File: config.mk
export PLATFORM = sky130hd
export DESIGN_NAME = load_align_unit_flat
export DESIGN_NICKNAME = d
export VERILOG_FILES = /design/src/rtl/load_align_unit_if.sv /design/src/rtl/load_align_unit.sv /design/src/flat_wrapper.sv
export SDC_FILE = /design/constraint.sdc
export NUM_CORES = 1
export LEC_CHECK = 0
export ABC_AREA = 1
export CAP_MARGIN = 30
export CORE_ASPECT_RATIO = 1.1
export CORE_MARGIN = 2
export CORE_UTILIZATION = 49
export DETAILED_ROUTE_END_ITERATION = 8
export PLACE_DENSITY = 0.86
export SYNTH_ARGS = -nofsm -noshare
export SYNTH_HDL_FRONTEND = slang
export SYNTH_SLANG_ARGS = --single-unit
File: constraint.sdc
create_clock -name clk -period 2.55 [get_ports clk]
set_clock_uncertainty 0.2 [all_clocks]
set_input_delay 0.3825 -clock clk [delete_from_list [all_inputs] [get_ports clk]]
set_output_delay 0.3825 -clock clk [all_outputs]
set_load 0.02 [all_outputs]
File: src/rtl/load_align_unit_if.sv
`default_nettype none
// ============================================================================
// Module   : load_align_unit_if
// Brief    : Request, memory-read and response signals of load_align_unit.
// Revision : 1.0  initial release
// ============================================================================
interface load_align_unit_if #(
   parameter int DATA_W = 32
) ();
   localparam int NB    = DATA_W / 8;
   localparam int OFF_W = $clog2(NB);

   logic              req_valid;
   logic              req_ready;
   logic [OFF_W-1:0]  req_off;
   logic [1:0]        req_size;
   logic              req_signed;
   logic              mem_req;
   logic              mem_next;
   logic              mem_rvalid;
   logic [DATA_W-1:0] mem_rdata;
   logic              resp_valid;
   logic              resp_ready;
   logic [DATA_W-1:0] resp_data;
   logic              resp_err;

   // slave: the load formatter; master: requester plus memory plus write-back
   modport slave (
      input  req_valid, req_off, req_size, req_signed, mem_rvalid, mem_rdata, resp_ready,
      output req_ready, mem_req, mem_next, resp_valid, resp_data, resp_err
   );
   modport master (
      output req_valid, req_off, req_size, req_signed, mem_rvalid, mem_rdata, resp_ready,
      input  req_ready, mem_req, mem_next, resp_valid, resp_data, resp_err
   );
endinterface
`default_nettype wire

File: src/rtl/load_align_unit.sv
`default_nettype none
// ============================================================================
// Module   : load_align_unit
// Brief    : Aligns, assembles (1 or 2 beats) and extends memory loads.
// Revision : 1.0  initial release
// ============================================================================
module load_align_unit #(
   parameter int DATA_W      = 32,
   parameter int MISALIGN_EN = 1
) (
   input  wire logic         clk,
   input  wire logic         reset,
   load_align_unit_if.slave  bus
);
   localparam int NB    = DATA_W / 8;
   localparam int OFF_W = $clog2(NB);

   typedef enum logic [1:0] {
      IDLE  = 2'd0,
      BEAT0 = 2'd1,
      BEAT1 = 2'd2,
      RESP  = 2'd3
   } state_t;

   state_t            state_q, state_d;
   logic [OFF_W-1:0]  off_q, off_d;
   logic [1:0]        size_q, size_d;
   logic              signed_q, signed_d;
   logic [DATA_W-1:0] lo_q, lo_d;
   logic [DATA_W-1:0] hi_q, hi_d;
   logic [DATA_W-1:0] data_q, data_d;
   logic              err_q, err_d;

   logic [OFF_W:0]    w_len_q;
   logic              w_cross;
   logic              w_misalign_in;
   logic              w_err_in;
   logic [DATA_W-1:0] w_lo_nxt;
   logic [DATA_W-1:0] w_hi_nxt;
   logic [DATA_W-1:0] w_shift;
   logic [DATA_W-1:0] w_fmt;

   assign w_len_q = (size_q == 2'd0) ? (OFF_W+1)'(NB) :
                    (size_q == 2'd1) ? (OFF_W+1)'(2)  : (OFF_W+1)'(1);
   assign w_cross = ({1'b0, off_q} + w_len_q) > (OFF_W+1)'(NB);

   assign w_misalign_in = ((bus.req_size == 2'd0) && (bus.req_off != '0)) ||
                          ((bus.req_size == 2'd1) && bus.req_off[0]);
   assign w_err_in      = (bus.req_size == 2'd3) || ((MISALIGN_EN == 0) && w_misalign_in);

   // The word arriving this cycle feeds the formatter directly so the result
   // is registered on the same edge that enters RESP.
   assign w_lo_nxt = ((state_q == BEAT0) && bus.mem_rvalid) ? bus.mem_rdata : lo_q;
   assign w_hi_nxt = ((state_q == BEAT1) && bus.mem_rvalid) ? bus.mem_rdata : hi_q;
   assign w_shift  = DATA_W'({w_hi_nxt, w_lo_nxt} >> {off_q, 3'b000});

   always_comb begin
      w_fmt = w_shift;
      case (size_q)
         2'd1:    w_fmt = {{(DATA_W-16){signed_q & w_shift[15]}}, w_shift[15:0]};
         2'd2:    w_fmt = {{(DATA_W-8){signed_q & w_shift[7]}}, w_shift[7:0]};
         default: w_fmt = w_shift;
      endcase
   end

   always_comb begin
      state_d  = state_q;
      off_d    = off_q;
      size_d   = size_q;
      signed_d = signed_q;
      lo_d     = lo_q;
      hi_d     = hi_q;
      data_d   = data_q;
      err_d    = err_q;
      case (state_q)
         IDLE: begin
            if (bus.req_valid) begin
               off_d    = bus.req_off;
               size_d   = bus.req_size;
               signed_d = bus.req_signed;
               if (w_err_in) begin
                  err_d   = 1'b1;
                  data_d  = '0;
                  state_d = RESP;
               end else begin
                  err_d   = 1'b0;
                  state_d = BEAT0;
               end
            end
         end
         BEAT0: begin
            if (bus.mem_rvalid) begin
               lo_d = bus.mem_rdata;
               if (w_cross) begin
                  state_d = BEAT1;
               end else begin
                  data_d  = w_fmt;
                  state_d = RESP;
               end
            end
         end
         BEAT1: begin
            if (bus.mem_rvalid) begin
               hi_d    = bus.mem_rdata;
               data_d  = w_fmt;
               state_d = RESP;
            end
         end
         RESP: begin
            if (bus.resp_ready) begin
               state_d = IDLE;
            end
         end
         default: state_d = IDLE;
      endcase
   end

   always_ff @(posedge clk) begin
      if (reset) begin
         state_q  <= IDLE;
         off_q    <= '0;
         size_q   <= '0;
         signed_q <= 1'b0;
         lo_q     <= '0;
         hi_q     <= '0;
         data_q   <= '0;
         err_q    <= 1'b0;
      end else begin
         state_q  <= state_d;
         off_q    <= off_d;
         size_q   <= size_d;
         signed_q <= signed_d;
         lo_q     <= lo_d;
         hi_q     <= hi_d;
         data_q   <= data_d;
         err_q    <= err_d;
      end
   end

   assign bus.req_ready  = (state_q == IDLE);
   assign bus.mem_req    = (state_q == BEAT0) || (state_q == BEAT1);
   assign bus.mem_next   = (state_q == BEAT1);
   assign bus.resp_valid = (state_q == RESP);
   assign bus.resp_data  = data_q;
   assign bus.resp_err   = err_q;
endmodule
`default_nettype wire
File: src/flat_wrapper.sv
// flat-port wrapper written by rule: the top's interface ports become plain ports
module load_align_unit_flat 
#(
   parameter int DATA_W      = 32,
   parameter int MISALIGN_EN = 1
)
  (clk, reset, bus_req_valid, bus_req_off, bus_req_size, bus_req_signed, bus_mem_rvalid, bus_mem_rdata, bus_resp_ready, bus_req_ready, bus_mem_req, bus_mem_next, bus_resp_valid, bus_resp_data, bus_resp_err);
  load_align_unit_if #(.DATA_W(DATA_W)) bus_i ();
  input  wire logic clk;
  input  wire logic reset;
  input wire logic [$bits(bus_i.req_valid)-1:0] bus_req_valid;
  input wire logic [$bits(bus_i.req_off)-1:0] bus_req_off;
  input wire logic [$bits(bus_i.req_size)-1:0] bus_req_size;
  input wire logic [$bits(bus_i.req_signed)-1:0] bus_req_signed;
  input wire logic [$bits(bus_i.mem_rvalid)-1:0] bus_mem_rvalid;
  input wire logic [$bits(bus_i.mem_rdata)-1:0] bus_mem_rdata;
  input wire logic [$bits(bus_i.resp_ready)-1:0] bus_resp_ready;
  output wire logic [$bits(bus_i.req_ready)-1:0] bus_req_ready;
  output wire logic [$bits(bus_i.mem_req)-1:0] bus_mem_req;
  output wire logic [$bits(bus_i.mem_next)-1:0] bus_mem_next;
  output wire logic [$bits(bus_i.resp_valid)-1:0] bus_resp_valid;
  output wire logic [$bits(bus_i.resp_data)-1:0] bus_resp_data;
  output wire logic [$bits(bus_i.resp_err)-1:0] bus_resp_err;
  assign bus_i.req_valid = bus_req_valid;
  assign bus_i.req_off = bus_req_off;
  assign bus_i.req_size = bus_req_size;
  assign bus_i.req_signed = bus_req_signed;
  assign bus_i.mem_rvalid = bus_mem_rvalid;
  assign bus_i.mem_rdata = bus_mem_rdata;
  assign bus_i.resp_ready = bus_resp_ready;
  assign bus_req_ready = bus_i.req_ready;
  assign bus_mem_req = bus_i.mem_req;
  assign bus_mem_next = bus_i.mem_next;
  assign bus_resp_valid = bus_i.resp_valid;
  assign bus_resp_data = bus_i.resp_data;
  assign bus_resp_err = bus_i.resp_err;
  load_align_unit #(.DATA_W(DATA_W), .MISALIGN_EN(MISALIGN_EN)) u_core (.clk(clk), .reset(reset), .bus(bus_i));
endmodule
; ---- After elaboration in Yosys (flattened, before gate mapping)
; Cells that the tools add are included.
[word_totals]
regBits = 104
in_bits = 42
out_inout_bits = 37
wordCells = 55
[op_classes]
add_sub_neg = 1
order_cmp = 1
n_eq_ne = 12
n_shift = 1
n_mux = 19
bitwise_logic = 2
reduce_logical = 11
[ops]
columns = cell, n
row1 = $mux 32, 7
row2 = $pmux 32 s3, 1
row3 = $pmux 32 s2, 1
row4 = $shr 64x5->32, 1
row5 = $mux 2, 6
row6 = $ne 2x2->1 const B, 5
row7 = $eq 2x2->1 const B, 4
row8 = $pmux 2 s4, 1
row9 = $reduce_and 2->1, 3
row10 = $reduce_and 6->1, 1
row11 = $eq 2x1->1 const B, 2
row12 = $logic_not 2->1, 2
row13 = $reduce_and 4->1, 1
row14 = $add 2x3->3, 1
row15 = $gt 3x3->1 const B, 1
row16 = $mux 3, 1
row17 = $reduce_bool 3->1, 1
row18 = $and 1x1->1, 2
row19 = $logic_and 1x1->1, 2
row20 = $mux 1, 2
row21 = $ne 2x1->1 const B, 1
row22 = $logic_or 1x1->1, 1

; ---- Longest topological paths before layout
; Gate-level depths: netlist (run 1).
[depth]
word_depth = 9
mapped_depth = 13
ltp_nobuf = 12

; ---- Least setup slack after synthesis (run 1)
; Ideal clock, no wire load.
[synth_path]
path_type = reg2reg
from = reg u_core.off_q[1]
to = reg u_core.data_q[22], in the netlist u_core.bus.resp_data[22]
setup_ns = 0.069
arrival_time_ns = 2.279
required_time_ns = 2.281
path_slack_ns = 0.001
stages_incl_launch_ff = 13
n_path_buf = 4
synth_period_minus_slack_ns = 2.549
path_cell_list = dfxtp_1 > buf_2 > inv_1 > buf_2 > buf_2 > fa_1 > or2_2 > nand4_2 > nand4_4 > buf_2 > nor2_1 > nand2_2 > a21oi_2
[synth_between]
elab_chain_len = 6
elab_cells_between_ends = 12
classes_between = add/sub (1) / order compare (1) / eq/ne (1) / shift (1) / mux (5) / bitwise (2) / reduce/logical (1)
[synth_rtl]
columns = item, line_no
row1 = "start, declared", load_align_unit.sv:26  ; logic [OFF_W-1:0] off_q, off_d;
row2 = "start signal, assigned", load_align_unit.sv:121  ; off_q <= '0;
row3 = "start signal, assigned", load_align_unit.sv:130  ; off_q <= off_d;
row4 = $shr 64x5->32, load_align_unit.sv:55  ; assign w_shift = DATA_W'({w_hi_nxt, w_lo_nxt} >> {off_q, 3'b000});
row5 = $and 1x1->1 (on tied branches), "load_align_unit.sv:61, load_align_unit.sv:60"
row6 = $pmux 32 s2, load_align_unit.sv:59  ; case (size_q)
row7 = $mux 32, load_align_unit.sv:94  ; if (w_cross) begin
row8 = $mux 32, load_align_unit.sv:92  ; if (bus.mem_rvalid) begin
row9 = $pmux 32 s3, load_align_unit.sv:75  ; case (state_q)
row10 = "end signal, assigned", load_align_unit.sv:135  ; data_q <= data_d;
row11 = "end, declared", load_align_unit.sv:31  ; logic [DATA_W-1:0] data_q, data_d;
; Several ways; a longest one is shown, not always the timed one. The select of a mux whose other input is x is not followed.
; A chain may end at the register's enable or synchronous reset.

; ---- Worst setup path after layout (run 1)
[layout_path]
from = reg u_core.size_q[1]
to = reg u_core.data_q[6], in the netlist u_core.bus.resp_data[6]
[layout_between]
elab_chain_len = 7
elab_cells_between_ends = 8
classes_between = add/sub (1) / order compare (1) / eq/ne (2) / mux (2) / reduce/logical (2)
[layout_rtl]
columns = item, line_no
row1 = "start, declared", load_align_unit.sv:27  ; logic [1:0] size_q, size_d;
row2 = "start signal, assigned", load_align_unit.sv:131  ; size_q <= size_d;
row3 = $eq 2x1->1, load_align_unit.sv:44  ; (size_q == 2'd1) ? (OFF_W+1)'(2) : (OFF_W+1)'(1);
row4 = $mux 2, load_align_unit.sv:44
row5 = $mux 3 (*), load_align_unit.sv:43  ; assign w_len_q = (size_q == 2'd0) ? (OFF_W+1)'(NB) :
row6 = $add 2x3->3 (*), load_align_unit.sv:45  ; assign w_cross = ({1'b0, off_q} + w_len_q) > (OFF_W+1)'(NB);
row7 = $gt 3x3->1 (*), load_align_unit.sv:45
row8 = $ne 2x2->1 (no line) (*), n/a
row9 = $reduce_and 6->1 (no line) (*), n/a
; Mark *: on every way between the ends. The rest lies on a longest branch, timed or not.

==> results of run 1 <==
-- through the flow --
| step | utilization | total power [W] | setup slack, ns | instances |
|---|---|---|---|---|
| global route | 0.624 | 0.00720 | -0.0989 | 960 |
| CTS | 0.611 | 0.00649 | 0.0124 | 956 |
| floorplan | - | 0.00423 | 0.00119 | 747 |
| global placement | 0.580 | 0.00508 | -0.0691 | 939 |
| detailed placement | 0.580 | 0.00513 | -0.140 | 939 |
| finish | 0.624 | 0.00677 | 0.0461 | 960 |
-- path summary, 6_finish.rpt --
check | cells after the start | to
min reg2reg | 2 | u_core.bus.resp_data[0]$_SDFFE_PP0P_
max | 13 | u_core.bus.resp_data[6]$_SDFFE_PP0P_
min | 2 | u_core.bus.resp_data[28]$_SDFFE_PP0P_
max reg2reg | 13 | u_core.bus.resp_data[6]$_SDFFE_PP0P_
-- flip-flops by register name (all words and copies together), names as in the netlist --
register	flops
u_core.bus.resp_err	1
u_core.hi_q	24
u_core.bus.resp_data	32
u_core.lo_q	32
u_core.signed_q	1
u_core.size_q	2
u_core.off_q	2
u_core.state_q	2
-- cell type report --
type | instances | share of cell area
Multi-Input combinational cell | 561 | 0.441
Timing Repair Buffer | 105 | 0.166
Inverter | 40 | 0.0234
Clock buffer | 12 | 0.0399
Sequential cell | 96 | 0.300
Tap cell | 143 | 0.0278
Clock inverter | 3 | 0.00273
-- cells by family (layout without fill, tap and decap cells) --
kind of cell    count (synthesis)  after routing  synth area share
fa+ha+maj                       9              9            0.0234
buf+inv                        91            160            0.0904
flops                          96             96             0.375
simple gates                  425            426             0.373
compound gates                126            126             0.138
-- worst reg2reg max path, cell delays in order (launching register included) --
cell	delay, ns
dfxtp_2	0.34
inv_2	0.06
ha_2	0.19
nor2_4	0.07
ha_2	0.17
inv_2	0.04
fa_2	0.35
or2_4	0.26
nand4_4	0.12
nand3_4	0.09
nor2_4	0.18
buf_12	0.15
o211ai_1	0.08
a21oi_1	0.15
-- placed cells by master (no fill, tap or decap), types with 3 or more instances in the layout --
cell type / Yosys / routed
nand2_1: 188 / 187
nand3_1: 137 / 137
dfxtp_1: 96 / 94
clkdlybuf4s50_1: 0 / 77
nor2_1: 71 / 67
a21oi_1: 72 / 66
inv_1: 39 / 36
buf_4: 3 / 21
o21ai_0: 19 / 19
nand2_2: 16 / 17
a21oi_2: 10 / 16
o21ai_1: 12 / 12
clkbuf_16: 0 / 11
o211ai_1: 7 / 7
nand3_2: 5 / 5
o21ai_2: 5 / 5
inv_2: 1 / 4
ha_1: 8 / 4
buf_12: 1 / 4
nand4_4: 1 / 3
nor2_4: 2 / 3
nor2_2: 0 / 3
ha_2: 0 / 3
-- what timing repair did --
item                       4_1_cts  5_1_grt
gates cloned                     1        2
setup buffers                    1        2
hold buffers                     0        0
setup endpoints to repair       32       33
hold endpoints to repair         0        0
gates resized for setup          2       24
pin swaps                        1       10
-- layer usage --
metal / vias up / track usage / part of all wire
met5: - / 0 / 0
met4: 0 / 0.132 / 0.047
met3: 55 / 0.0567 / 0.071
met2: 257 / 0.417 / 0.47
met1: 2402 / 0.327 / 0.41
li1: 2597 / - / -
-- power by group through the flow --
| stage | sequential (W) | combinational [W] | clock [W] |
|---|---|---|---|
| after floorplan | 0.00197 | 0.00226 | 0 |
| after global placement | 0.00188 | 0.00320 | 0 |
| after detailed placement | 0.00189 | 0.00324 | 0 |
| after CTS | 0.00186 | 0.00335 | 0.00128 |
| after global routing | 0.00188 | 0.00397 | 0.00135 |
| final | 0.00187 | 0.00363 | 0.00127 |
-- cells in the mapped netlist, drive strengths merged --
master	n
a211oi	1
a21oi	82
buf	32
clkbuf	19
dfxtp	96
fa	1
ha	8
inv	40
nand2	204
nand3	144
nand4	2
nor2	73
o211ai	7
o21ai	36
or2	2
==> impl_metrics.ini, run 1 <==
[run_status]
outcome = complete, no violations

[placed_design]
dp_hpwl_um = 9960
portBuffers = 78
gp_congestion = 0.946
placed_area_um2 = 5970

[critical_path]
path_buf_inv = 3
critical_path.top_delay_family = simple AND/OR/NAND/NOR gates
path_cells = inv_2 > ha_2 > nor2_4 > ha_2 > inv_2 > fa_2 > or2_4 > nand4_4 > nand3_4 > nor2_4 > buf_12 > o211ai_1 > a21oi_1
crit_required_ns = 2.63
critPathSlowestCell = fa_2
critical_path.max_stage_delay_ns = 0.35
crit_type = register to register
reg2reg_from = u_core.size_q[1]$_SDFFE_PP0P_
r2r_slack_ns = 0.05
end_kind = register
cp_max_fo = 8
startpoint_type = register
cp-startpoint = u_core.size_q[1]$_SDFFE_PP0P_
crit_arrival_ns = 2.59

[timing]
period_share = 0.982
timing.fmax_ghz = 0.399
hold_viol_final = 0
tns_ns = 0
relSlewSlack = 0.629
setup_viol = 0
grt_setup_unrepaired = true
whs_ns = 0.203
fin_crit_ns = 2.50
slew_viol_final = 0
tightest_slew_ns = 0.557

[synthesis]
postSynthCellCount = 747
yosys.area.top_type = dfxtp_1
synth_cell_types = 29
ys_warn_count = 0
synth_top_area_share = 0.375
synth.avg_cell_area_um2 = 6.86
ys_ff_latch = 96
synth-seq-area-share = 0.375
ys_top_cells_by_area = dfxtp_1 (38%), nand2_1 (14%), nand3_1 (13%)
syn_nets = 798
syn_area_um2 = 5120

[route]
dr.pass1.iters = 7
drc = 0
routedWlPerCell_um = 15.1
vias = 5311
via_per_inst = 5.53
postRouteAntennaNets = 0
wl_um = 14500
drt_iter0_markers = 429

[power]
internal_power_w = 0.00381
power.density_nw_per_um2 = 1050
power_frac_clock = 0.188
seqPwrFrac = 0.276
power.share.combinational = 0.536
p_switching_w = 0.00296
p_leak_nw = 2.61
max-vdd-ir-drop_uv = 902
sw_frac_of_total = 0.437

[floorplan]
core-area_um2 = 10300
row_count = 39
die_height_um = 111
start_util = 0.498
die_x_um = 102
ios = 79
dieArea_um2 = 11300

[global_route]
grt_max_degree = 54
grt-ovfl-total = 0
antenna_found_initial = 0
grt_usage = 0.261
grt_pass1_vias = 4825
grt_pass1_wl_um = 23400

[clock_tree]
root_buffer = clkbuf_16
clk_pin_slew_worst_paths_ns = 0.07
cts.path.max_buffers = 2
cts_tree = yes
numCtsBuffers = 9
htree_levels = 3
cts_num_sinks = 96
clock_latency_ns = 0.35

[finish]
nNetsFinal = 864
antenna_cells = 0
syn2layout_area_growth_pct = 25.4
fill_cells = 902
finalInstanceArea_um2 = 6420
ff_latch_area_um2 = 1920
multi_input_area_um2 = 2830
drive_gt1_frac = 0.132

[worst_hold_path]
hold_path.class = input pin to register
min-delay-start = reset

[run]
drv_cap = 0
(Power assumes the default switching activity.)
==> run 2: changes to the inputs <==
--- a/config.mk
+++ b/config.mk
@@ -8,10 +8,11 @@
 export ABC_AREA = 1
 export CAP_MARGIN = 30
 export CORE_ASPECT_RATIO = 1.1
-export CORE_MARGIN = 2
+export CORE_MARGIN = 1.5
 export CORE_UTILIZATION = 49
 export DETAILED_ROUTE_END_ITERATION = 8
 export PLACE_DENSITY = 0.86
+export RECOVER_POWER = 50
 export SYNTH_ARGS = -nofsm -noshare
 export SYNTH_HDL_FRONTEND = slang
 export SYNTH_SLANG_ARGS = --single-unit
==> impl_metrics.ini, run 2 (synthesis results as in run 1) <==
[run_status]
outcome = finished with violations
violations = setup timing

[power]
p_leak_nw = 2.59
seqPwrFrac = 0.289
max-vdd-ir-drop_uv = 925
sw_frac_of_total = 0.466
power.density_nw_per_um2 = 1010
p_switching_w = 0.00300
internal_power_w = 0.00345
power_frac_clock = 0.147
power.share.combinational = 0.565

[placed_design]
dp.cells = 939
placed_area_um2 = 6040
portBuffers = 78
gp_congestion = 0.882
dp_hpwl_um = 9830

[finish]
final_cell_mix = nand2_1 (180), nand3_1 (137), dfxtp_1 (94), clkdlybuf4s50_1 (76), nor2_1 (67)
nNetsFinal = 865
fin_cells = 959
finalInstanceArea_um2 = 6420
final_common_cell = nand2_1
antenna_cells = 0
syn2layout_area_growth_pct = 25.2
drive_gt1_frac = 0.147

[floorplan]
core-area_um2 = 10000
start_util = 0.511
dieArea_um2 = 11100
die_x_um = 101
die_height_um = 110
row_count = 38
ios = 79

[timing]
fin_ws_ns = -0.0121
hold_viol_final = 0
setup_viol = 3
grt_setup_unrepaired = true
period_share = 1.00
fin_crit_ns = 2.56
timing.fmax_ghz = 0.390
tightest_slew_ns = 0.542
slew_viol_final = 0
relSlewSlack = 0.639

[clock_tree]
cts.path.max_buffers = 2
numCtsBuffers = 9
cts_num_sinks = 96
clock_latency_ns = 0.37
cts_tree = yes
htree_levels = 3
clk_pin_slew_worst_paths_ns = 0.10
root_buffer = clkbuf_8
cts_hold_buf = 0

[worst_hold_path]
hold_depth = 2
hold_path.class = input pin to register

[critical_path]
end_kind = register
crit_type = register to register
cp_max_fo = 7
startpoint_type = register
crit_required_ns = 2.67
crit_arrival_ns = 2.68
rr_worst_depth = 13

[route]
dr.pass1.iters = 5
drc = 0
routedWlPerCell_um = 15.0
vias = 5284
postRouteAntennaNets = 0
drt_iter0_markers = 579
via_per_inst = 5.51
wl_um = 14400

[global_route]
grt_usage = 0.259
antenna_found_initial = 0
grt_max_degree = 58
grt_pass1_wl_um = 22400
grt-ovfl-total = 0
grt_pass1_vias = 4678

[run]
drv_cap = 0
-- run 2: worst paths after layout --
check                                          endpoint                          start  slack, ns
setup / recovery   u_core.bus.resp_data[0]$_SDFFE_PP0P_  u_core.size_q[0]$_SDFFE_PP0P_      -0.01
hold / removal    u_core.bus.resp_data[25]$_SDFFE_PP0P_                          reset       0.19
setup reg to reg   u_core.bus.resp_data[0]$_SDFFE_PP0P_  u_core.size_q[0]$_SDFFE_PP0P_      -0.01
hold reg to reg             u_core.lo_q[7]$_SDFFE_PP0N_    u_core.lo_q[7]$_SDFFE_PP0N_       0.27
-- run 2: area by class of cell --
class | count | area (um^2)
Fill cell | 853 | 3620
Multi-Input combinational cell | 561 | 2890
Sequential cell | 96 | 1920
Timing Repair Buffer | 106 | 1090
Tap cell | 140 | 175
Inverter | 40 | 150
Clock buffer | 9 | 124
Clock inverter | 7 | 55.1
-- run 2: critical path: stages, from the launching register on --
cell       delay, ns
dfxtp_2         0.37
inv_2           0.06
ha_4            0.16
nor2_4          0.13
ha_4            0.14
inv_2           0.03
fa_2            0.36
or2_4           0.25
nand4_4         0.14
nand3_4         0.12
nor2_4          0.17
clkbuf_16       0.18
nand2_1         0.06
a21oi_1         0.12
-- run 2: metrics by stage --
| step | setup WS [ns] | utilization | power, W | hold WS [ns] | TNS (ns) |
|---|---|---|---|---|---|
| floorplan | 0.00119 | - | 0.00423 | 0.246 | 0 |
| detailed placement | -0.155 | 0.602 | 0.00523 | 0.257 | -3.17 |
| finish | -0.0121 | 0.640 | 0.00645 | 0.192 | -0.0186 |
| CTS | -0.0174 | 0.623 | 0.00622 | 0.172 | -0.0191 |
| global placement | -0.00140 | 0.602 | 0.00519 | 0.254 | -0.00140 |
| global route | -0.109 | 0.640 | 0.00687 | 0.176 | -2.18 |
-- run 2: routing by layer --
metal,part of all wire,GRT usage,vias to the layer above
li1,-,-,2598
met1,0.41,0.321,2395
met2,0.47,0.447,249
met3,0.076,0.0284,42
met4,0.039,0.131,0
met5,0,0,-
-- run 2: power groups by stage --
stage,Clock (W),Sequential [W],Combinational [W]
finish,0.000947,0.00186,0.00364
global route,0.00101,0.00188,0.00397
CTS,0.000951,0.00185,0.00341
detailed placement,0,0.00189,0.00334
global placement,0,0.00188,0.00331
floorplan,0,0.00197,0.00226
-- run 2: repair_timing --
| action | 4_1_cts | 5_1_grt |
|---|---|---|
| endpoints found under the setup margin | 32 | 32 |
| cloned | 1 | 1 |
| setup buffers | 0 | 2 |
| pin swaps | 1 | 11 |
| resized for setup | 7 | 36 |
==> run 3: changes to the inputs <==
--- a/config.mk
+++ b/config.mk
@@ -11,6 +11,7 @@
 export CORE_MARGIN = 1.5
 export CORE_UTILIZATION = 49
 export DETAILED_ROUTE_END_ITERATION = 8
+export GPL_TIMING_DRIVEN = 0
 export PLACE_DENSITY = 0.86
 export RECOVER_POWER = 50
 export SYNTH_ARGS = -nofsm -noshare
==> impl_metrics.ini, run 3 (synthesis results as in run 1) <==
[run_status]
outcome = finished with violations
violations = setup timing

[finish]
final_common_cell = nand2_1
final_cell_mix = nand2_1 (182), nand3_1 (137), dfxtp_1 (94), nor2_1 (70), clkdlybuf4s50_1 (66)
antenna_cells = 0
fin_cells = 986
finalCoreUtilization = 0.644
drive_gt1_frac = 0.142
syn2layout_area_growth_pct = 26.1
nNetsFinal = 892

[timing]
slew_viol_final = 0
setup_viol = 1
fin_crit_ns = 2.55
fin_ws_ns = -0.000892
timing.fmax_ghz = 0.392
relSlewSlack = 0.484
tightest_slew_ns = 0.774
period_share = 1.00
grt_setup_unrepaired = true
hold_viol_final = 0

[placed_design]
dp.cells = 963
dp_hpwl_um = 11800
gp_congestion = 1.03
portBuffers = 76
pre_cts_slack_ns = -0.340

[global_route]
antenna_found_initial = 0
grt-ovfl-total = 0
grt_pass1_wl_um = 24900
grt_pass1_vias = 5085
grt_max_degree = 20
grt_usage = 0.295

[critical_path]
crit_required_ns = 2.65
crit_arrival_ns = 2.65
timing.rr.end = u_core.bus.resp_data[13]$_SDFFE_PP0P_
cp_common_cell = nor2_4
critical_path.top_delay_family = adder cells
crit_type = register to register
path_buf_inv = 3
path_depth = 13
startpoint_type = register
path_cells = inv_4 > ha_4 > nor2_4 > ha_2 > inv_2 > fa_2 > nand2_2 > nand4_4 > nand3_4 > nor2_4 > buf_6 > nand2_1 > a21oi_1
rr_worst_depth = 13
r2r_slack_ns = -0.0009
cp-startpoint = u_core.size_q[1]$_SDFFE_PP0P_
reg2reg_from = u_core.size_q[1]$_SDFFE_PP0P_
critPathSlowestCell = fa_2
critical_path.max_stage_delay_ns = 0.52
cp_max_fo = 7
crit_end = u_core.bus.resp_data[13]$_SDFFE_PP0P_
end_kind = register

[worst_hold_path]
hold_path.class = input pin to register

[power]
power_frac_clock = 0.147
max-vdd-ir-drop_uv = 758
sw_frac_of_total = 0.460
internal_power_w = 0.00356
power.share.combinational = 0.572
p_leak_nw = 2.66
power.density_nw_per_um2 = 1020
p_switching_w = 0.00304
seqPwrFrac = 0.281

[floorplan]
row_count = 38
start_util = 0.511
core-area_um2 = 10000
dieArea_um2 = 11100
die_height_um = 110
ios = 79
die_x_um = 101

[route]
drt_iter0_markers = 640
wl_um = 16100
postRouteAntennaNets = 0
dr.pass1.iters = 6
routedWlPerCell_um = 16.4
via_per_inst = 5.63
drc = 0
vias = 5552

[clock_tree]
cts_num_sinks = 96
root_buffer = clkbuf_8
htree_levels = 3
clock_latency_ns = 0.37
cts_tree = yes
clk_pin_slew_worst_paths_ns = 0.10
numCtsBuffers = 9
cts.path.max_buffers = 2

[run]
drv_cap = 0
==> run 3: final cells by class <==
class | instances | area (um^2)
buffer | 50 | 348
clock buffer | 11 | 141
clock inverter | 5 | 41.3
fill | 884 | 3570
inverter | 40 | 156
multi-input combinational | 560 | 2840
sequential | 96 | 1920
tap | 140 | 175
timing repair buffer | 84 | 837
==> run 3: worst reg2reg max path: stages (launching register included) <==
cell and delay [ns]:
dfxtp_2 0.37, inv_4 0.05, ha_4 0.17, nor2_4 0.10
ha_2 0.17, inv_2 0.03, fa_2 0.52, nand2_2 0.07
nand4_4 0.09, nand3_4 0.11, nor2_4 0.24, buf_6 0.17
nand2_1 0.06, a21oi_1 0.11
==> run 3: metal layers <==
layer,global-route usage,share of wire,up-vias
li1,-,-,2649
met1,0.368,0.40,2498
met2,0.486,0.45,334
met3,0.0479,0.098,71
met4,0.172,0.051,0
met5,0,0,-
==> run 3: what timing repair did <==
item,CTS,global route
endpoints found under the setup margin,32,31
resized for setup,19,37
pin swaps,8,11
gates cloned,1,0
buffers inserted,2,5
hold buffers,0,0
==> run 3: how the worst min path moves through the flow <==
stage / startpoint / end / slack (ns) / depth (start not counted)
after floorplan: u_core.lo_q[7]$_SDFFE_PP0N_ / u_core.lo_q[7]$_SDFFE_PP0N_ / 0.25 / 2
after global placement: u_core.bus.resp_data[0]$_SDFFE_PP0P_ / u_core.bus.resp_data[0]$_SDFFE_PP0P_ / 0.25 / 2
after detailed placement: u_core.bus.resp_data[0]$_SDFFE_PP0P_ / u_core.bus.resp_data[0]$_SDFFE_PP0P_ / 0.26 / 2
after CTS: bus_mem_rvalid / u_core.lo_q[15]$_SDFFE_PP0N_ / 0.15 / 3
after global routing: bus_mem_rvalid / u_core.lo_q[23]$_SDFFE_PP0N_ / 0.15 / 3
final: bus_mem_rvalid / u_core.lo_q[15]$_SDFFE_PP0N_ / 0.13 / 3
==> run 3: power groups by stage <==
stage	Sequential, W	Combinational (W)	Clock [W]
6_report	0.00185	0.00378	0.000971
5_1_grt	0.00188	0.00410	0.00103
4_1_cts	0.00185	0.00351	0.000962
3_5_place_dp	0.00188	0.00334	0
3_3_place_gp	0.00187	0.00331	0
2_1_floorplan	0.00197	0.00226	0
==> run 3: metrics by stage <==
step	power, W	setup TNS [ns]	hold slack [ns]	instance area [um^2]
floorplan	0.00423	0	0.246	5120
global placement	0.00518	-7.88	0.253	6060
detailed placement	0.00522	-7.99	0.257	6060
CTS	0.00632	-0.0243	0.147	6330
global route	0.00701	-1.72	0.155	6460
finish	0.00660	-0.000892	0.126	6460
